**src/rtl/min_sum_tree16_pkg.sv**
```systemverilog
// Shared constants for the LDPC min-sum first/second-minimum trees.
package min_sum_tree16_pkg;
  localparam int NOB_DEF     = 4;
  localparam int MAG_W_DEF   = NOB_DEF + 1;
  localparam int IDX_W       = 4;
  localparam int IDX_W_TREE4 = 2;
endpackage

```
**src/rtl/min_sum_tree16_sorting.sv**
```systemverilog
// Two-input compare node shared by every min-sum tree: strict unsigned
// compare, ties keep input a.
module min_sum_sorting
  import min_sum_tree16_pkg::*;
#(
  parameter int W = MAG_W_DEF
) (
  input  logic [W-1:0] a,
  input  logic [W-1:0] b,
  output logic [W-1:0] min,
  output logic         cp
);

  assign cp  = (b < a);
  assign min = cp ? b : a;

endmodule

```
**src/rtl/min_sum_tree16.sv**
```systemverilog
// 16-input first/second-minimum finder: combinational compare tree (heap
// numbered, node n merges children 2n and 2n+1) feeding one output register.
module min_sum_tree16
  import min_sum_tree16_pkg::*;
#(
  parameter int NOB = NOB_DEF
) (
  input  logic             clk,
  input  logic             rst_n,
  input  logic             in_valid,
  input  logic [NOB:0]     x0,
  input  logic [NOB:0]     x1,
  input  logic [NOB:0]     x2,
  input  logic [NOB:0]     x3,
  input  logic [NOB:0]     x4,
  input  logic [NOB:0]     x5,
  input  logic [NOB:0]     x6,
  input  logic [NOB:0]     x7,
  input  logic [NOB:0]     x8,
  input  logic [NOB:0]     x9,
  input  logic [NOB:0]     x10,
  input  logic [NOB:0]     x11,
  input  logic [NOB:0]     x12,
  input  logic [NOB:0]     x13,
  input  logic [NOB:0]     x14,
  input  logic [NOB:0]     x15,
  output logic             out_valid,
  output logic [NOB:0]     min1,
  output logic [NOB:0]     min2,
  output logic [IDX_W-1:0] min1_index
);

  localparam int W = NOB + 1;

  logic [W-1:0]     x_s   [16];
  logic [W-1:0]     m1_s  [1:15];
  logic [W-1:0]     m2_s  [1:15];
  logic [IDX_W-1:0] idx_s [1:15];

  assign x_s[0]  = x0;
  assign x_s[1]  = x1;
  assign x_s[2]  = x2;
  assign x_s[3]  = x3;
  assign x_s[4]  = x4;
  assign x_s[5]  = x5;
  assign x_s[6]  = x6;
  assign x_s[7]  = x7;
  assign x_s[8]  = x8;
  assign x_s[9]  = x9;
  assign x_s[10] = x10;
  assign x_s[11] = x11;
  assign x_s[12] = x12;
  assign x_s[13] = x13;
  assign x_s[14] = x14;
  assign x_s[15] = x15;

  // Leaves occupy heap nodes 8..15, leaf j pairs x(2j) with x(2j+1).
  for (genvar j = 0; j < 8; j++) begin : g_leaf
    logic leaf_cp_s;

    min_sum_sorting #(.W(W)) u_leaf (
      .a   (x_s[2*j]),
      .b   (x_s[2*j+1]),
      .min (m1_s[8+j]),
      .cp  (leaf_cp_s)
    );

    assign m2_s[8+j]  = leaf_cp_s ? x_s[2*j] : x_s[2*j+1];
    assign idx_s[8+j] = {{(IDX_W-1){1'b0}}, leaf_cp_s};
  end

  // Merge level lv adds index bit lv+1; the B child is the upper half.
  for (genvar lv = 0; lv < 3; lv++) begin : g_level
    for (genvar k = 0; k < (4 >> lv); k++) begin : g_node
      localparam int N = (4 >> lv) + k;

      logic         cp_s;
      logic [W-1:0] sel_a_s;
      logic [W-1:0] sel_b_s;
      logic         min2_cp_unused_s;

      min_sum_sorting #(.W(W)) u_min1 (
        .a   (m1_s[2*N]),
        .b   (m1_s[2*N+1]),
        .min (m1_s[N]),
        .cp  (cp_s)
      );

      assign sel_a_s = cp_s ? m1_s[2*N]   : m2_s[2*N];
      assign sel_b_s = cp_s ? m2_s[2*N+1] : m1_s[2*N+1];

      min_sum_sorting #(.W(W)) u_min2 (
        .a   (sel_a_s),
        .b   (sel_b_s),
        .min (m2_s[N]),
        .cp  (min2_cp_unused_s)
      );

      assign idx_s[N] = cp_s ? (idx_s[2*N+1] | IDX_W'(32'd1 << (lv + 1)))
                             : idx_s[2*N];
    end
  end

  // Output register: data held while in_valid is low.
  always_ff @(posedge clk or negedge rst_n) begin
    if (!rst_n) begin
      out_valid  <= 1'b0;
      min1       <= '0;
      min2       <= '0;
      min1_index <= '0;
    end else begin
      out_valid <= in_valid;
      if (in_valid) begin
        min1       <= m1_s[1];
        min2       <= m2_s[1];
        min1_index <= idx_s[1];
      end
    end
  end

endmodule

```
**config.mk**
```make
export PLATFORM = sky130hd
export DESIGN_NAME = min_sum_tree16
export DESIGN_NICKNAME = d
export VERILOG_FILES = /design/src/rtl/min_sum_tree16_pkg.sv /design/src/rtl/min_sum_tree16_sorting.sv /design/src/rtl/min_sum_tree16.sv
export SDC_FILE = /design/constraint.sdc
export NUM_CORES = 1
export LEC_CHECK = 0
export CORE_MARGIN = 1.5
export CORE_UTILIZATION = 55
export DETAILED_ROUTE_END_ITERATION = 7
export GPL_TIMING_DRIVEN = 0
export HOLD_SLACK_MARGIN = 0.15
export PLACE_DENSITY = 0.83
export SLEW_MARGIN = 20
export SYNTH_ARGS = -nofsm -noshare
export SYNTH_HDL_FRONTEND = slang
export SYNTH_SLANG_ARGS = --single-unit
```
**constraint.sdc**
```tcl
create_clock -name clk -period 1 [get_ports clk]
set_input_delay 0.25 -clock clk [delete_from_list [all_inputs] [get_ports clk]]
set_output_delay 0.25 -clock clk [all_outputs]
set_load 0.005 [all_outputs]
```
==> metrics list, run 1 <==
- Outcome: stopped before the end
* Fail Step: global routing
* First error line in the log: [ERROR GRT-0116] Global routing finished with congestion. Check the congestion regions in the DRC Viewer.
- In this run, post-CTS hold repair placed 0 buffers.
- Synthesis produced a netlist with a net count of 860.
* Global Route Usage Sum: 0.6681
- During synthesis, Yosys emitted a total of 0 warnings.
* Share of the synthesized area in the top cell type: 0.1773
- At the end of routability-driven placement, the weighted congestion stood at 0.9406.
* Floorplan die width: 101.8 um
* Distinct cell type count of the synthesized netlist: 75
- Counting flops and latches in the post-synthesis netlist gives 15.
- In this run the count of I/O pins placed on the die edge is 98.
- Clock sink count: 15
- Estimated wirelength of the detail-placed design: 12920 um
- Initial standard-cell utilization of the core: 0.5751
- No sink is reached through more buffers than the 2 on the longest clock path.
* Post-synthesis cell count: 701
- Root buffer cell: sky130_fd_sc_hd__clkbuf_8
- Placed inst area: 0.006849 mm2
- Largest net degree at the start of global routing: 16
- Dominant cell type by area after synthesis: sky130_fd_sc_hd__ha_1
- Number of placed cells counting well taps: 927
- After synthesis, the share of flip-flops with an asynchronous set or reset is 1.000.
- The die is around 100 um tall.
- In this run, synthesis inferred 0 flip-flops with an integrated enable.
- The number of global-route vias before repair was 9519.
- Ys flop type: sky130_fd_sc_hd__dfrtp_1
- For this run, the register share of the synthesized area comes to 0.06998.
- A synthesized cell averages 7.652 um2.
- Clock tree synthesis inserted a total of 3 buffers.
* Post-synthesis instance area: 0.005364 mm2
* Leading cell types by total area after synthesis: sky130_fd_sc_hd__ha_1 (18%), sky130_fd_sc_hd__mux2i_1 (11%), sky130_fd_sc_hd__dfrtp_1 (7.0%), sky130_fd_sc_hd__a21oi_1 (6.7%), sky130_fd_sc_hd__mux2_2 (4.8%)
- Global-route wire length before repair: approximately 53000 um
- CTS built an H-tree with a depth of 1.
* Number of I/O port buffers: 97
* Global route overflow: 2
- The floorplan has 35 rows.
-- stage by stage --
step | hold slack (ns) | utilization | setup WS, ns
after floorplan | -0.04559 | - | -6.272
after CTS | 0.4163 | 0.9581 | -6.289
after detailed placement | 0.5005 | 0.7343 | -7.895
after global placement | 0.4923 | 0.7343 | -7.741
-- what timing repair did --
action,in CTS
setup buffers,129
pin swaps,91
setup endpoints to repair,29
resized for setup,502
gates cloned,1
-- Yosys cell counts (4+ instances only) --
| library cell | number |
|---|---|
| sky130_fd_sc_hd__mux2i_1 | 59 |
| sky130_fd_sc_hd__o211ai_1 | 12 |
| sky130_fd_sc_hd__a2bb2oi_1 | 4 |
| sky130_fd_sc_hd__dfrtp_1 | 15 |
| sky130_fd_sc_hd__mux2_2 | 23 |
| sky130_fd_sc_hd__nand4_1 | 11 |
| sky130_fd_sc_hd__nor2b_1 | 9 |
| sky130_fd_sc_hd__o22ai_1 | 6 |
| sky130_fd_sc_hd__o21ai_1 | 8 |
| sky130_fd_sc_hd__o31a_1 | 5 |
| sky130_fd_sc_hd__a21o_1 | 9 |
| sky130_fd_sc_hd__o21a_1 | 6 |
| sky130_fd_sc_hd__a21oi_2 | 4 |
| sky130_fd_sc_hd__nand2b_1 | 8 |
| sky130_fd_sc_hd__a21oi_1 | 72 |
| sky130_fd_sc_hd__nand2_1 | 48 |
| sky130_fd_sc_hd__o221ai_4 | 4 |
| sky130_fd_sc_hd__ha_1 | 76 |
| sky130_fd_sc_hd__a31oi_1 | 4 |
| sky130_fd_sc_hd__nor2_1 | 65 |
| sky130_fd_sc_hd__nand3_1 | 9 |
| sky130_fd_sc_hd__a211o_1 | 4 |
| sky130_fd_sc_hd__a211oi_1 | 12 |
| sky130_fd_sc_hd__and2_1 | 14 |
| sky130_fd_sc_hd__o211a_1 | 5 |
| sky130_fd_sc_hd__inv_1 | 67 |
| sky130_fd_sc_hd__or3_1 | 4 |
| sky130_fd_sc_hd__o21ai_0 | 35 |
| sky130_fd_sc_hd__a22o_1 | 4 |
| sky130_fd_sc_hd__a211oi_4 | 4 |
| sky130_fd_sc_hd__or2_2 | 5 |
| sky130_fd_sc_hd__clkbuf_1 | 11 |
| sky130_fd_sc_hd__nor3_1 | 4 |
-- cells by family after synthesis --
| kind of cell | count (synthesis) | synth area share |
|---|---|---|
| AOI/OAI and AO/OA | 248 | 0.3506 |
| muxes | 85 | 0.1668 |
| DFF | 15 | 0.06998 |
| adders and majority gates | 76 | 0.1773 |
| buffers and inverters | 82 | 0.05785 |
| and+or+nand+nor | 193 | 0.1742 |
| xor gates and xnor gates | 2 | 0.003266 |
-- metal layers --
metal  GRT overflow  global-route usage
met4              0              0.6656
met5              0              0.1058
met1              0              0.6459
met3              0              0.4762
met2              2              0.8990
==> inputs of run 2 (changes only) <==
- CORE_UTILIZATION: 55 -> 40
- HOLD_SLACK_MARGIN: 0.15 -> unset
- PLACE_DENSITY: 0.83 -> unset
- PLACE_DENSITY_LB_ADDON: unset -> 0.15
==> metrics list, run 2 <==
* Outcome: finished, violations left
- Failing checks: negative setup slack
* Number of buffers inserted for hold repair after clock tree synthesis: 0 (unchanged)
- Gpl congestion: 0.9150 (-2.7%)
- Internal power comes to 23.45 mW.
- The first global-routing pass estimated around 35000 um of wire.
- STA classifies the critical path startpoint as an input port.
- The vertical die dimension was 118.8 um (+17%).
- Syn_area_per_cell: 7.652 um2 (unchanged)
* Post-synth top cells: sky130_fd_sc_hd__ha_1 (76), sky130_fd_sc_hd__a21oi_1 (72), sky130_fd_sc_hd__inv_1 (67)
- The number of antenna diodes in the final layout is 0.
- The flip-flop and latch count after synthesis is 15 (unchanged).
- Leading cell types by total area after synthesis: sky130_fd_sc_hd__ha_1 (18%), sky130_fd_sc_hd__mux2i_1 (11%), sky130_fd_sc_hd__dfrtp_1 (7.0%), sky130_fd_sc_hd__a21oi_1 (6.7%), sky130_fd_sc_hd__mux2_2 (4.8%)
- Leakage component of the power: 4.583 nW
- Slew of the pin with the lowest slew margin: 0.9399 ns
* Clock insertion delay at the later pin of the skew report: 0.25 ns
- The detailed router finished its first iteration with 725 violations.
* Number of nets produced by synthesis: 860 (unchanged)
- The effective utilization at floorplan is 0.4067 (-0.1684).
- Number of placed cells counting well taps: 974 (+5.1%)
- For this run, the leading register cell type out of synthesis is sky130_fd_sc_hd__dfrtp_1.
- The number of buffers added on ports is 97 (unchanged).
- Setup violations remaining at the end of the flow were counted as 23.
- In the global route stage, overall resource usage came out at 0.2956.
- The critical path is of the in -> reg type.
* Largest net degree at the start of global routing: 16
* Distinct cell type count of the synthesized netlist: 75 (unchanged)
- The endpoint identified for the worst register-to-register timing path is min2[4].
- Number of remaining DRC errors: 0
- The completed layout was analyzed and its total power is 46.43 mW.
- Number of enable-type register cells in the synthesized netlist: 0 (unchanged)
- At the worst endpoint, the required time is 1.13 ns.
- The share of total power dissipated in the clock network is 0.017.
- Max-capacitance violation count: 0
* Post-synthesis share of cell area spent on full adders, half adders and majority gates: 0.1773 (unchanged)
* Post-layout utilization of the core: 0.8193
- Power dissipated by switching net loads: roughly 23 mW
- Endpoint arrival time on the critical path: 8.14 ns
* Remaining number of nets flagged by the antenna check after routing: 0
- The count of synthesis-stage warnings from yosys was 0 (unchanged).
- Final Instance Count excl. Fillers: 1220
* Final Critical Period: 8.003 ns
* Commonest cells after routing, fill and taps aside: sky130_fd_sc_hd__buf_4 (224), sky130_fd_sc_hd__ha_4 (48), sky130_fd_sc_hd__nor2_1 (45), sky130_fd_sc_hd__inv_1 (36), sky130_fd_sc_hd__a21oi_2 (36)
- IR drop worst, VDD: a little under 4 mV
* Clk pin slew, worst setup/hold paths: ~0.05 ns
* Critical register-to-register path startpoint: min2[4]
- Fin Clk Skew: 0 ns
- In this run the tightest slew margin relative to its limit is 0.3692.
- The worst setup timing slack at the placement stage came to -7.874 ns (+0.02099 ns).
- The number of sinks driven by the clock tree was 15 (unchanged).
- After detailed routing, the total wire length is 27120 um.
- The die covers 0.01411 mm2.
* Number of clock buffers inserted by TritonCTS: 3 (unchanged)
- Main combinational cell family by area after synthesis: compound AO/OA/AOI/OAI gates
* Number of buffers between clock root and the deepest sink: 2 (unchanged)
* Number of antenna violations at the first check in global routing: 0
* Compound-cell area share of the yosys netlist: 0.3506 (unchanged)
- The library cell used most frequently in the layout, excluding fill and tap cells, is sky130_fd_sc_hd__buf_4.
- Achievable frequency: approximately 120 MHz
- The core region is 0.01319 mm2.
- The half-perimeter wire length after placement is 13110 um (+1.5%).
* Average wire length per cell after detail routing: 22.23 um
* Hold Path Class: in -> async
- Root buffer cell: sky130_fd_sc_hd__clkbuf_16
* PnR worst setup slack: -7.003 ns
* Final #Nets: 1204
* Post-synthesis instance area: 0.005364 mm2 (unchanged)
- Maximum single-stage delay on the critical path: about 0.42 ns
* Global route overflow: 0
- The first TritonRoute pass finished after 5 iterations.
- Final instance area: 0.01081 mm2
- In the final layout, the registers with the most flip-flops are min1: 5 flops, min2: 5 flops, min1_index: 4 flops.
* Comb pwr share: 0.958
* Rows: 42 (+20%)
- The number of global-route vias before repair was 7126.
* Cell with the most instances after synthesis: sky130_fd_sc_hd__ha_1
- Worst reg2reg setup slack: 0.03 ns
- Filler cells: 695
* Share of the yosys chip area belonging to registers: 0.06998 (unchanged)
* Dominant cell type by area after synthesis: sky130_fd_sc_hd__ha_1
- Final number of max-transition violations: 0
- Of all nets on the critical path, the largest fanout is 10.
- Of the cells placed in the final design, the portion with a size suffix greater than 1 is 0.6475.
- Compared with the post-synthesis result, the final layout area differs by 101.5%.
- TritonCTS built the clock tree.
* Floorplan die width: 118.8 um (+17%)
* Post-synthesis cell count: 701 (unchanged)
- Post-Synth Simple-Gate Area: 0.1742 (unchanged)
- The share of async-settable or async-resettable flops after synthesis is 1.000 (unchanged).
- The share of total power dissipated in sequential elements is 0.025.
* Via Count: 7808
- R2R cell count: 3
* Number of vias per cell: 6.400
- Setup repair after global routing could not meet its margin everywhere.
- Post-synthesis mux area share: 0.1668 (unchanged)
* Endpoint class of the critical path: flop
* H-tree levels: 1 (unchanged)
- Io pins: 98 (unchanged)
- Of the available clock period, the critical path in the final layout requires 8.003.
* Share of the synthesized area in the top cell type: 0.1773 (unchanged)
- Sw frac: 0.4949
- The final count of hold timing violations is 0.
- The placed instance area was 0.006908 mm2 (+0.86%).
- Worst-path cell with the longest stage delay: sky130_fd_sc_hd__a211o_4
- Power density over cell area: 4296 mW/mm2
- The xor and xnor area share after synthesis came to 0.003266 (unchanged).
run 2: cell counts after synthesis:
Identical to the previous run, type by type.
run 2: worst max-delay path by stage:
| stage | from | endpoint | slack [ns] | depth (start not counted) |
|---|---|---|---|---|
| finish | x2[4] | min2[2] | -7.00 | 43 |
| global route | x2[3] | min2[2] | -7.17 | 44 |
| CTS | x10[4] | min2[2] | -6.37 | 34 |
| detailed placement | x10[3] | min2[2] | -7.87 | 35 |
| global placement | x10[3] | min2[2] | -7.68 | 37 |
| floorplan | x10[3] | min2[2] | -6.27 | 34 |
run 2: through the flow:
stage | hold slack, ns | setup TNS, ns
after floorplan | -0.04559 | -71.96
after global placement | 0.4947 | -94.38
after detailed placement | 0.4995 | -96.49
after CTS | 0.4207 | -73.16
after global routing | 0.4752 | -80.33
final | 0.4046 | -78.18
run 2: worst max-delay path: cells and delay by family:
| family | cells | cell delay (ns) |
|---|---|---|
| AO/OA/AOI/OAI | 21 | 4.31 |
| AND/OR/NAND/NOR | 11 | 1.57 |
| adder cells (fa/ha/maj) | 5 | 1.25 |
| buffers and inverters | 6 | 0.72 |
run 2: cell families after synthesis:
kind of cell             after synthesis
AO/OA/AOI/OAI                        248
multiplexers                          85
XOR/XNOR                               2
buffers and inverters                 82
flip-flops                            15
adder cells (fa/ha/maj)               76
AND/OR/NAND/NOR                      193
run 2: routing by layer:
metal,global-route usage,up-vias,routed length [um]
met5,0,-,0
met4,0.1024,0,1825
met3,0.02606,195,2043
met2,0.5313,540,13100
met1,0.3685,3720,10150
li1,-,3353,-
run 2: area by class of cell:
cell class / count / area (um2) / area share
multi-input combinational: 606 / 6940 / 0.6422
sequential: 15 / 375.4 / 0.03473
clock buffer: 4 / 78.83 / 0.007294
inverter: 68 / 282.8 / 0.02617
tap: 176 / 220.2 / 0.02038
timing repair buffer: 338 / 2723 / 0.2519
buffer: 13 / 186.4 / 0.01725
run 2: power groups by stage:
stage	clock [mW]	combinational [mW]	sequential (mW)
2_1_floorplan	0	17.6	1.15
3_3_place_gp	0	21.3	1.14
3_5_place_dp	0	21.9	1.14
4_1_cts	0.778	35.4	1.13
5_1_grt	0.822	45.6	1.17
6_report	0.790	44.5	1.15
run 2: repair_timing:
item | 4_1_cts | 5_1_grt
gates cloned | 2 | 0
setup endpoints to repair | 29 | 28
pin swaps | 119 | 111
gates resized for setup | 507 | 214
setup buffers | 170 | 71
No activity file was read; power rests on OpenSTA's default activity.
==> patch 1 (config.mk and constraints of run 2) <==
Reset style: synchronous (`rst_n`), changed in one clocked block.
--- a/src/rtl/min_sum_tree16.sv
+++ b/src/rtl/min_sum_tree16.sv
@@ -104,3 +104,3 @@
   // Output register: data held while in_valid is low.
-  always_ff @(posedge clk or negedge rst_n) begin
+  always_ff @(posedge clk) begin
     if (!rst_n) begin
Behaviour: differs if rst_n is asserted again (counterexample within 4 cycles, from zero or initial values and one cycle with rst_n low); with rst_n held inactive, the same outputs for 10 cycles.
==> patch 1 against run 2 <==
Largest cell class unchanged; via count down 9.1%; the run still ends with setup timing left; sequential cell count unchanged; cell count down 3.4%; highest routed layer unchanged; setup slack better by 720 ps; cell area down 5.2%; sequential power down 12%; synthesized area about the same; power down 7.6%; routed wire length down 16%.
==> patch 1: results (changes against run 2) <==
* Max-slew headroom at 40.8% (+3.8 points)
* Final setup TNS at -71,990 ps (+6200 ps)
* Post-DP HPWL at 14.5 mm (+10%)
* DR vias at 7,096 (-9.1%)
* Largest regs: min1 x5, min2 x5, min1_index x4
* Synth area leaders: ha_1 (18%), mux2i_1 (9.0%), mux2_2 (6.3%), nand2_1 (5.7%), dfxtp_1 (5.6%)
* 1st-iter DRT viols at 379 (-48%)
* Maximum VDD drop at 0.00367 V (-7.7%)
* Gp weighted congestion at 0.893 (-2.4%)
* Crit-path slowest cell: o311ai_4
* Leak at 0.00431 uW (-5.9%)
* Most used DFF post-synth: dfxtp_1
* Worst EP arrival at 7400 ps (-740 ps)
* Share of cells above drive strength 1 at 62.1% (-2.6 points)
* Reg2reg path depth at 2 (-1)
* Clock-pin slew on the worst setup and hold paths at 50 ps (about the same)
* Ant diodes at 0 (unchanged)
* Yosys cell types at 72 (-4.0%)
* Vias in the first global route at 7,045 (-1.1%)
* Global-route wire length before repair at 32.8 mm (-5.3%)
* Placed inst area at 7410 um^2 (+7.3%)
* Yosys warns at 0 (unchanged)
* Input/output buffers at 97 (unchanged)
* Worst path max stage delay at 420 ps (about the same)
* Post-synthesis async set-or-reset flop share at 0% (-100 points)
* GRT Util Overall at 27.7% (-1.8 points)
* Outcome: finished, violations left
* DRT Pass-1 Iters at 6 (+1)
* Failing checks: setup timing
* R2R Setup Slk at 60 ps (+30 ps)
* Worst hold path type: flop to flop
* Synthesized Nets at 878 (+2.1%)
* Routed wire length at 22.9 mm (-16%)
* Worst Clk Skew at 0 ps (unchanged)
* Register area share after synthesis at 5.60% (-1.4 points)
* Final WS setup at -6280 ps (+724 ps)
* CP max FO at 5 (-5)
* Largest net degree at the start of global routing at 11 (-5)
* Reg2Reg Launch Point: min2[2]
* Final Net Count at 1,163 (-3.4%)
* Critical path startpoint: x1[1]
* Reg2Reg Capture Point: min2[2]
* Commonest cells in the netlist: nand2_1 (82), ha_1 (76), inv_1 (66)
* Final setup fails at 15 (-35%)
[patch 1: timing repair]
action                     in CTS  in global routing
resized for setup             506                170
setup endpoints to repair      30                 16
cloned                          1                  0
pin swaps                     103                 76
hold buffers                    0                  0
buffers inserted              131                 52
[patch 1: cells by family (layout without fill, tap and decap cells)]
kind of cell / count (synthesis) / count (layout) / share of synthesized area, %
XOR/XNOR: 2 / 2 / 0.326
flip-flops: 15 / 15 / 5.60
adder cells (fa/ha/maj): 76 / 76 / 17.7
buffers and inverters: 77 / 361 / 5.39
multiplexers: 80 / 80 / 15.8
AND/OR/NAND/NOR: 216 / 216 / 18.8
AO/OA/AOI/OAI: 253 / 253 / 36.3
[patch 1: metrics by stage]
stage,std cells,hold slack [ps],setup slack (ps),utilization [%]
CTS,1127,480,-6000,70.4
global placement,992,479,-7290,56.2
global route,1179,476,-6440,77.7
floorplan,719,410,-5820,-
detailed placement,992,481,-7470,56.2
finish,1179,468,-6280,77.7
[patch 1: final cells by class]
cell class	count	area, um^2
multi-input cells	627	6900
plain buffers	10	114
flip-flops and latches	15	318
repair buffers	281	2310
well taps	176	220
clock buffers	4	78.8
inverters	66	300
fillers	833	2950
[patch 1: worst max-delay path, delay by kind of cell]
family,cells,cell delay (ps)
AOI/OAI and AO/OA,16,3370
buffers and inverters,5,640
and+or+nand+nor,4,590
muxes,5,1380
adders and majority gates,5,1150
[patch 1: how the worst min path moves through the flow]
stage / to / slack [ps] / depth (start not counted)
after CTS: min1_index[1] / 480 / 2
after detailed placement: min1_index[1] / 480 / 2
after global routing: min2[3] / 480 / 3
after global placement: min1_index[1] / 480 / 2
after floorplan: min2[3] / 410 / 2
final: min1_index[1] / 470 / 2
[patch 1: per-layer routing]
metal	wire, um	part of all wire (%)	global-route usage (%)
met1	8820	39	30.9
met5	0	0	0
met4	828	3.6	8.73
met2	12300	54	55.5
met3	954	4.2	1.63
[patch 1: power by group]
group	total (uW)	switching, uW	leakage, uW	internal (uW)
Sequential	1010	122	0.000129	889
Clock	765	226	0.0000382	538
Combinational	41100	20600	0.00415	20500
Total	42900	21000	0.00431	22000
==> patch 2 (config.mk and constraints of run 2) <==
Made on the original files. Set the package constant `IDX_W` to 3 (it was 4).
--- a/src/rtl/min_sum_tree16_pkg.sv
+++ b/src/rtl/min_sum_tree16_pkg.sv
@@ -4,3 +4,3 @@
   localparam int MAG_W_DEF   = NOB_DEF + 1;
-  localparam int IDX_W       = 4;
+  localparam int IDX_W       = 3;
   localparam int IDX_W_TREE4 = 2;
Interface: changed (resized min1_index); port bits go from 98 to 97. The function was not compared with the original's and may differ.
==> patch 2 against run 2 <==
The run still ends with setup timing left; clock power increased by 5.7%; sequential power decreased by 7%; sequential cell count fell by 1; routed wire length down 21%; power fell by 17%; cell area down 11%; cell count decreased by 6.5%; setup slack gained 240 ps; synthesized area is 1.0% lower; largest power group unchanged.
==> patch 2: results (changes against run 2) <==
* Share of cells above drive strength 1 at 52.1% (-13 points)
* Failing checks: setup timing
* M1 WL at 8.93 mm (-12%)
* Reg2Reg Launch Point: min2[2]
* Synthesized Nets at 856 (-0.47%)
* Clk Latency, worst-skew pair at 250 ps (about the same)
* Worst EP arrival at 7900 ps (-240 ps)
* Root Buffer: clkbuf_16
* Met3 Usage GRT at 2.94% (+0.34 points)
* Seq power at 1070 uW (-7%)
* Outcome: finished, violations left
* Final setup fails at 20 (-13%)
* Synth Area in Adders at 17.9% (+0.19 points)
* Pre-CTS setup slack at -7830 ps (+41.1 ps)
* 1st-iter DRT viols at 493 (-32%)
* Largest net degree at the start of global routing at 15 (-1)
* Post-synthesis async set-or-reset flop share at 100% (unchanged)
* Worst hold path type: primary input to asynchronous set/reset pin
* Reg2reg path depth at 3 (unchanged)
* Synth Area in XOR/XNOR at 0.330% (+0.0035 points)
* Net load switching power at 18,800 uW (-18%)
* Post-DP HPWL at 13.3 mm (+1.5%)
* Leak at 0.00416 uW (-9.3%)
* CP max FO at 7 (-3)
* CTS buffer count at 3 (unchanged)
* Commonest cells in the netlist: ha_1 (76), a21oi_1 (73), inv_1 (68)
* Vias per Instance at 6.07 (-5.2%)
* Final WS setup at -6770 ps (+235 ps)
* Met2 wire length at 10.7 mm (-18%)
* Largest regs: min1 x5, min2 x5, min1_index x3
* CTS H-tree depth at 1 (unchanged)
* Global-route wire length before repair at 32.4 mm (-6.4%)
* Top Family by Delay on Critical Path: compound AO/OA/AOI/OAI gates
* Met2 Resource Use GR at 48.1% (-5.0 points)
* WL met3 at 1.35 mm (-34%)
* Worst Clk Skew at 0 ps (unchanged)
* Post-synthesis mux area share at 16.9% (+0.18 points)
* Gp weighted congestion at 0.962 (+5.1%)
* Synth Area in Compound Gates at 35.1% (+0.089 points)
* Ant diodes at 0 (unchanged)
* Synth area leaders: ha_1 (18%), mux2i_1 (11%), a21oi_1 (6.9%), dfrtp_1 (6.6%), mux2_2 (4.9%)
* Crit-path slowest cell: mux2i_2
* Top Layer Used: met4
* Routed wire length at 21.6 mm (-21%)
* Hold slack at 388 ps (-16.4 ps)
* Max-slew headroom at 46.2% (+9.3 points)
* Final Net Count at 1,129 (-6.2%)
* Input/output buffers at 96 (-1.0%)
* Register area share after synthesis at 6.60% (-0.40 points)
* Yosys warns at 0 (unchanged)
* Reg2Reg Capture Point: min2[2]
* Met1 Track Usage GR at 35.4% (-1.4 points)
* Maximum VDD drop at 0.00355 V (-11%)
* GRT Util Overall at 27.3% (-2.2 points)
* Clk pwr at 835 uW (+5.7%)
* Yosys cell types at 73 (-2.7%)
* Worst path max stage delay at 500 ps (+80 ps)
* Maximum clock path buffer count at 2 (unchanged)
* Vias in the first global route at 6,743 (-5.4%)
## patch 2: cell count changes in the layout (fill, tap and decap cells not counted), sizes merged
cell	run 2	this run
buf	294	205
nand2	50	49
dlymetal6s2s	4	1
dfrtp	15	14
clkinv	1	0
o31a	5	4
dlygate4sd2	6	32
a21oi	76	77
clkdlybuf4s50	14	16
and2	15	14
inv	67	68
clkdlybuf4s15	5	7
or2	7	6
clkbuf	32	23
## patch 2: layout make-up
type / count / area [um^2]
repair buffers: 268 / 2210
well taps: 172 / 215
plain buffers: 12 / 145
flip-flops and latches: 14 / 350
clock buffers: 4 / 88.8
fillers: 842 / 3140
inverters: 68 / 285
multi-input cells: 603 / 6330
## patch 2: repair_timing
action / CTS / global route
setup buffers: 129 / 43
cloned: 1 / 0
pin swaps: 99 / 66
endpoints found under the setup margin: 27 / 26
resized for setup: 399 / 113
## patch 2: through the flow
stage	instances	power (uW)	instance area [um^2]	setup TNS (ps)	util (%)
floorplan	697	19000	5690	-66770	-
global placement	965	22700	6870	-86060	53.8
detailed placement	965	23300	6870	-88240	53.8
CTS	1098	32800	8930	-71530	69.9
global route	1141	40500	9630	-74120	75.4
finish	1141	38500	9630	-71030	75.4
## patch 2: worst max path at each step
| stage | from | end | slack (ps) | cells past startpoint |
|---|---|---|---|---|
| 3_3_place_gp | x10[3] | min2[2] | -7660 | 35 |
| 6_report | x9[2] | min2[4] | -6770 | 36 |
| 3_5_place_dp | x10[3] | min2[2] | -7830 | 35 |
| 5_1_grt | x9[2] | min2[4] | -7020 | 36 |
| 2_1_floorplan | x10[3] | min2[2] | -6270 | 34 |
| 4_1_cts | x0[1] | min2[4] | -6500 | 37 |
